[src/rtl/linebuf_feed.sv]
// Address/coordinate generator that streams one image, pixel by pixel, into a
// downstream 5x5 line-buffer window and flags the cycles holding a full window.
module linebuf_feed #(
  parameter int unsigned DWIDTH    = 8,
  parameter int unsigned AWIDTH    = 16,
  parameter int unsigned IMG_WIDTH = 12,
  parameter int unsigned FSIZE     = 5
) (
  input  logic              clk,
  input  logic              rst,
  input  logic              start,
  input  logic [AWIDTH-1:0] base_addr,
  input  logic [7:0]        img_height,
  output logic              mem_en,
  output logic [AWIDTH-1:0] mem_addr,
  output logic              win_valid,
  output logic [7:0]        win_row,
  output logic [7:0]        win_col,
  output logic              busy,
  output logic              done
);

  localparam logic [7:0] LAST_COL = 8'(IMG_WIDTH - 1);
  localparam logic [7:0] EDGE     = 8'(FSIZE - 1);

  // Elaboration guard: the window must fit in a line and pixels must have width.
  if (DWIDTH == 0 || FSIZE == 0 || FSIZE > IMG_WIDTH) begin : g_param_check
    $error("linebuf_feed: invalid DWIDTH/FSIZE/IMG_WIDTH combination");
  end

  typedef enum logic [1:0] {
    S_IDLE  = 2'd0,
    S_READ  = 2'd1,
    S_FLUSH = 2'd2,
    S_DONE  = 2'd3
  } state_t;

  state_t            r_state;
  logic [7:0]        r_height;
  logic [7:0]        r_row;
  logic [7:0]        r_col;
  logic              r_flush_cnt;
  logic              r_mem_en;
  logic [AWIDTH-1:0] r_mem_addr;
  logic              r_busy;
  logic              r_done;
  logic              r_p1_vld;
  logic [7:0]        r_p1_row;
  logic [7:0]        r_p1_col;
  logic              r_win_valid;
  logic [7:0]        r_win_row;
  logic [7:0]        r_win_col;

  logic w_last_pix;
  logic w_win_ok;

  assign w_last_pix = (r_row == r_height - 8'd1) && (r_col == LAST_COL);
  assign w_win_ok   = (r_row >= EDGE) && (r_col >= EDGE);

  // Control FSM with registered memory-side and status outputs.
  always_ff @(posedge clk or posedge rst) begin
    if (rst) begin
      r_state     <= S_IDLE;
      r_height    <= 8'd0;
      r_row       <= 8'd0;
      r_col       <= 8'd0;
      r_flush_cnt <= 1'b0;
      r_mem_en    <= 1'b0;
      r_mem_addr  <= '0;
      r_busy      <= 1'b0;
      r_done      <= 1'b0;
    end else begin
      r_done <= 1'b0;
      case (r_state)
        S_IDLE: begin
          if (start) begin
            r_height <= img_height;
            r_row    <= 8'd0;
            r_col    <= 8'd0;
            if (img_height != 8'd0) begin
              r_state    <= S_READ;
              r_mem_en   <= 1'b1;
              r_mem_addr <= base_addr;
              r_busy     <= 1'b1;
            end else begin
              r_state <= S_DONE;
            end
          end
        end
        S_READ: begin
          if (w_last_pix) begin
            r_state     <= S_FLUSH;
            r_mem_en    <= 1'b0;
            r_mem_addr  <= '0;
            r_flush_cnt <= 1'b0;
          end else begin
            r_mem_addr <= r_mem_addr + AWIDTH'(1);
            if (r_col == LAST_COL) begin
              r_col <= 8'd0;
              r_row <= r_row + 8'd1;
            end else begin
              r_col <= r_col + 8'd1;
            end
          end
        end
        S_FLUSH: begin
          if (r_flush_cnt) begin
            r_state <= S_DONE;
            r_busy  <= 1'b0;
            r_done  <= 1'b1;
          end else begin
            r_flush_cnt <= 1'b1;
          end
        end
        S_DONE: begin
          // An empty image enters DONE without the pulse armed; it pulses one slot later.
          if (r_done) begin
            r_state <= S_IDLE;
          end else begin
            r_done <= 1'b1;
          end
        end
        default: r_state <= S_IDLE;
      endcase
    end
  end

  // Two-stage coordinate pipeline aligned with memory latency plus buffer register.
  always_ff @(posedge clk or posedge rst) begin
    if (rst) begin
      r_p1_vld    <= 1'b0;
      r_p1_row    <= 8'd0;
      r_p1_col    <= 8'd0;
      r_win_valid <= 1'b0;
      r_win_row   <= 8'd0;
      r_win_col   <= 8'd0;
    end else begin
      r_p1_vld    <= r_mem_en && w_win_ok;
      r_p1_row    <= r_row;
      r_p1_col    <= r_col;
      r_win_valid <= r_p1_vld;
      r_win_row   <= r_p1_vld ? r_p1_row - EDGE : 8'd0;
      r_win_col   <= r_p1_vld ? r_p1_col - EDGE : 8'd0;
    end
  end

  assign mem_en    = r_mem_en;
  assign mem_addr  = r_mem_addr;
  assign win_valid = r_win_valid;
  assign win_row   = r_win_row;
  assign win_col   = r_win_col;
  assign busy      = r_busy;
  assign done      = r_done;

endmodule

[config.mk]
export PLATFORM = sky130hd
export DESIGN_NAME = linebuf_feed
export DESIGN_NICKNAME = d
export VERILOG_FILES = /design/src/rtl/linebuf_feed.sv
export SDC_FILE = /design/constraint.sdc
export NUM_CORES = 1
export LEC_CHECK = 0
export ABC_AREA = 1
export CORE_ASPECT_RATIO = 1.2
export CORE_MARGIN = 1
export CORE_UTILIZATION = 59
export DETAILED_ROUTE_END_ITERATION = 16
export MAX_ROUTING_LAYER = met4
export PLACE_DENSITY_LB_ADDON = 0.05
export REMOVE_ABC_BUFFERS = 1
export SLEW_MARGIN = 30
export SYNTH_ARGS = -nofsm -noshare
export SYNTH_HDL_FRONTEND = slang
export SYNTH_SLANG_ARGS = --single-unit
[constraint.sdc]
create_clock -name clk -period 4.95 [get_ports clk]
set_input_delay 0.7425 -clock clk [delete_from_list [all_inputs] [get_ports clk]]
set_output_delay 0.7425 -clock clk [all_outputs]
set_load 0.05 [all_outputs]
# Word-level counts from Yosys, hierarchy flattened
# Cells that the tools add are included.
totals:
  inputBits: 27
  wordCells: 80
  output_inout_bits: 36
  reg_bits: 80
classes:
  mux: 29
  reduce_logical: 16
  add_sub_neg: 6
  n_lt_le_gt_ge: 2
  eq_ne: 12
ops:
  columns: ["op", "n"]
  rows:
  - ["$mux W8", 7]
  - ["$mux W16", 3]
  - ["$pmux W16 S2", 1]
  - ["$pmux W8 S2", 2]
  - ["$add A16 B1 Y16 const B", 1]
  - ["$add A8 B1 Y8 const B", 2]
  - ["$ge A8 B3 Y1 const B", 2]
  - ["$reduce_and A4 Y1", 4]
  - ["$sub A8 B3 Y8 const B", 2]
  - ["$ne A2 B2 Y1 const B", 7]
  - ["$mux W2", 5]
  - ["$eq A8 B4 Y1 const B", 1]
  - ["$eq A8 B8 Y1", 1]
  - ["$pmux W1 S2", 4]
  - ["$pmux W2 S4", 1]
  - ["$reduce_bool A8 Y1", 1]
  - ["$sub A8 B1 Y8 const B", 1]
  - ["$mux W1", 6]
  - ["$reduce_and A3 Y1", 2]
  - ["$reduce_bool A2 Y1", 3]
  - ["$eq A2 B2 Y1 const B", 2]
  - ["$reduce_and A2 Y1", 2]
  - ["$logic_and A1 B1 Y1", 3]
  - ["$eq A2 B1 Y1 const B", 1]
  - ["$logic_not A2 Y1", 1]

# Logic depth before layout (Yosys ltp)
logic_depth:
  depth_word: 5
  depth_mapped: 15
  mapped_depth_nobuf: 14

# Least setup slack after synthesis
# No wires, ideal clock.
synth_timing:
  kind: "flip-flop to flip-flop"
  start: "register r_mem_addr[0] (netlist: mem_addr[0])"
  end: "register r_mem_addr[14] (netlist: mem_addr[14])"
  period_less_slack_ps: 2006
  slack_ps: 2944
  path_stages_with_launch: 11
  required_time_ps: 4885
  arrival_time_ps: 1941
  n_path_buf: 0
  setup_time_ps: 65
  path_cell_list: "dfrtp_1 -> ha_1 -> nand3_1 -> nor2_1 -> nand2_1 -> nor2_1 -> nand3_1 -> nor2_1 -> xor2_1 -> nand2_1 -> nand2_1"
synth_between:
  elab_chain_len: 3
synth_lines:
  columns: ["element", "line_no", "source"]
  rows:
  - ["start, declared", "44", "logic [AWIDTH-1:0] r_mem_addr;"]
  - ["start signal, assigned", "83", "r_mem_addr <= base_addr;"]
  - ["start signal, assigned", "97", "r_mem_addr <= r_mem_addr + AWIDTH'(1);"]
  - ["$add A16 B1 Y16", "97", null]
  - ["$mux W16", "91", "if (w_last_pix) begin"]
  - ["$pmux W16 S2", "74", "case (r_state)"]
# No other way between the ends.
# A chain may end at the register's enable or synchronous reset.

# Worst setup path after layout
layout_timing:
  start: "register r_state[1]"
  end: "register r_mem_addr[3] (netlist: mem_addr[3])"
layout_between:
  elab_chain_len: 3
  elab_cells_between_ends: 7
  classes_between: "eq/ne: 3; mux: 1; reduce/logical: 3"
layout_lines:
  columns: ["element", "line_no", "source"]
  rows:
  - ["start, declared", "38", "state_t r_state;"]
  - ["start signal, assigned", "63", "r_state <= S_IDLE;"]
  - ["start signal, assigned", "81", "r_state <= S_READ;"]
  - ["start signal, assigned", "86", "r_state <= S_DONE;"]
  - ["$logic_not A2 Y1 or $eq A2 B1 Y1 (tied branches)", "74", null]
  - ["$ne A2 B2 Y1 (no source line) or $reduce_bool A2 Y1 (tied branches)", null, null]
  - ["$reduce_and A3 Y1 (no source line)", null, null]
# Parallel ways exist; a longest one is shown, timed or not.

==> run metrics <==
Hold Path Sink win_col[2]; number of synthesized flops with an enable pin 0; postcts setup bufs 0; vias in the first global route around 3.5k; Primary FF master, synth dfrtp_1; Final period util 0.670; net load switching power roughly 1.2 mW; CP startpoint kind register; Ports 63; CTS HTree Levels 3; endpoints failing setup 0; Initial Util 0.613; first-pass GRT wire length 15,500 um; min cycle time layout between 3 and 4 ns; DRT iter0 DRCs roughly 190; crit path kind reg -> reg; sequential area share after synthesis 0.473; Fin. Hold Viols 0; Critical Path End Type register; Critical Path RT 5.21 ns; largest net degree at the start of global routing between 50 and 60; CTS Buffer Depth 2; final slew viol count 0; non-filler cells in the finished layout between 600 and 700; nets roughly 630; Die Height 94.7 um; CP arrival 3.58 ns; Peak VDD IR 0.450 mV; CP Launch Point r_state[1]; Total Wirelength 9070 um; RSZ-0062 raised after global routing false; Via Count roughly 3.6k; Clock transition at path regs about 0.080 ns; Max Fclk between 300 and 400 MHz; Syn Area/Cell between 8 and 9 um2; Min-Delay Path Depth 1; Hold Path Class reg -> reg; post_cts resized 0; final setup TNS 0 ns; antenna cells 0; HPWL Detailed roughly 6600 um; Leak 2.57 nW; synth warn 0; Worst-Skew Late Latency approximately 0.35 ns; Syn Inst Count 526; total of max-cap violations 0; Critical R2R Launch r_state[1]; DRC viols 0; ANT nets after route 0; core footprint 0.00690 mm2; cells taking the most area after synthesis dfrtp_1 47%, nand2_1 13%, inv_1 5.1%; vias per cell between 5 and 6; drt first pass iters 4; routability congestion estimate approximately 0.9; layout cell share with drive strength beyond 1 0.0943; Placement Rows 33; Die W around 80 um; Rel. slew slack 0.467; power per cell area 542 mW/mm2; Worst Tran Pin Value around 0.8 ns; internal power roughly 1.5 mW; Seq pwr share 0.346; initial antenna violation count 0; flops & latches, synth 80; GRT Total Usage 0.276; leading area contributor after synthesis dfrtp_1; Reg2Reg Setup Slack 1.63 ns; DP Worst Slack roughly 1.6 ns; clock skew ~0.013 ns; sw frac 0.447; status finished clean; Die ar. approximately 0.0075 mm2; CTS tree yes; Synth Cell Area 0.00423 mm2; Logic pwr share 0.448; area share of the largest cell type after synthesis 0.473; DR WL/cell 13.3 um; Reg2Reg Depth 12; final worst slack approximately 1.6 ns; R2R Path End mem_addr[3]; synth unique cells 32; Placed Cells approximately 670; post-layout util 0.747; HP Start r_p1_col[2]; Hold-fix buffers, CTS 0; Clock Root Buffer clkbuf_8; TritonCTS buffer count 9; Area Growth Syn to Fin 21.7%; PortBufs a little over 60; crit path max fanout 18; Num Clock Sinks 80; post-synthesis async set-or-reset flop share 1.00; clock share of power 0.207; Overflow after GRT 0
==> sequential cells by signal, indices dropped and copies added (netlist names) <==
| signal | count |
|---|---|
| r_p1_vld | 1 |
| r_flush_cnt | 1 |
| r_p1_row | 8 |
| r_row | 8 |
| mem_en | 1 |
| win_row | 8 |
| r_state | 2 |
| busy | 1 |
| r_p1_col | 8 |
| done | 1 |
| r_col | 8 |
| mem_addr | 16 |
| win_col | 8 |
| r_height | 8 |
| win_valid | 1 |
==> logic make-up after synthesis <==
kind of cell,after synthesis,synth area share
compound gates,43,0.0571
xor+xnor,26,0.0538
fa+ha+maj,12,0.0355
buf+inv,83,0.0799
flops,80,0.473
mux,1,0.00266
simple gates,281,0.298
==> per-layer routing <==
metal	global-route usage	vias to the layer above	wire length [um]
met5	-	-	0
met4	0.0864	0	153
met3	0.0560	15	398
met2	0.501	101	4800
met1	0.300	1704	3720
li1	-	1803	-
==> cells in the final DEF (no fill, tap or decap) <==
master,netlist,routed
a31oi_1,1,1
a21oi_1,14,14
o311a_1,1,1
clkbuf_8,0,9
bufinv_16,0,3
xor2_1,20,20
inv_4,0,1
inv_1,58,57
mux2_2,1,1
ha_1,12,12
nor2_2,4,4
clkbuf_1,5,1
nand4_1,25,25
nor2_4,2,2
o21ai_1,8,8
o21ai_0,12,12
inv_2,13,13
o21bai_1,3,3
or2_2,5,5
o22ai_1,1,1
dfrtp_1,80,80
nor3_1,9,9
o21ai_2,3,3
nand2_2,5,5
xnor2_1,6,6
nor4_1,2,2
buf_4,4,2
nand2_1,148,148
clkinvlp_4,0,1
nand3_1,28,28
nand2_4,1,1
nand3_4,1,1
inv_6,0,2
clkdlybuf4s50_1,0,62
nand3_2,3,3
nor2_1,48,48
==> critical path, stage by stage (launching register included) <==
cell	delay, ns
dfrtp_1	0.41
inv_1	0.09
ha_1	0.68
inv_2	0.28
o21ai_1	0.19
buf_4	0.21
nand2_1	0.32
inv_2	0.38
nand2_1	0.14
inv_2	0.25
nand2_1	0.08
o21ai_0	0.07
o21bai_1	0.14
==> through the flow <==
step           area, um2  power, mW  hold slack, ns
6_report            5150       2.79           0.427
5_1_grt             5150       2.98           0.448
4_1_cts             5150       2.80           0.429
3_5_place_dp        4900       2.22           0.416
3_3_place_gp        4900       2.17           0.405
2_1_floorplan       4160       1.84           0.393
==> how the worst max path moves through the flow <==
stage,end,slack [ns]
floorplan,mem_addr[0],2.01
global placement,mem_addr[0],1.74
detailed placement,mem_addr[3],1.59
CTS,mem_addr[3],1.65
global route,mem_addr[11],1.40
finish,mem_addr[3],1.63
==> layout make-up <==
class / count / area, um2
Sequential cell: 80 / 2000
Multi-Input combinational cell: 363 / 1890
Fill cell: 512 / 1750
Timing Repair Buffer: 64 / 636
Inverter: 71 / 269
Clock buffer: 10 / 128
Clock inverter: 6 / 115
Tap cell: 87 / 109
==> power groups by stage <==
stage / sequential, mW / combinational, mW / clock [mW]
CTS: 0.961 / 1.25 / 0.584
floorplan: 1.17 / 0.672 / 0
detailed placement: 0.971 / 1.24 / 0
finish: 0.964 / 1.25 / 0.576
global route: 0.989 / 1.38 / 0.614
global placement: 0.967 / 1.20 / 0
==> synth_stat cells, types with 6 or more instances <==
cell     number
o21ai_0      12
nand4_1      25
o21ai_1       8
inv_2        13
dfrtp_1      80
nand2_1     148
nor2_1       48
a21oi_1      14
nand3_1      28
nor3_1        9
xnor2_1       6
inv_1        58
xor2_1       20
ha_1         12
Power figures use the tool's default switching activity.
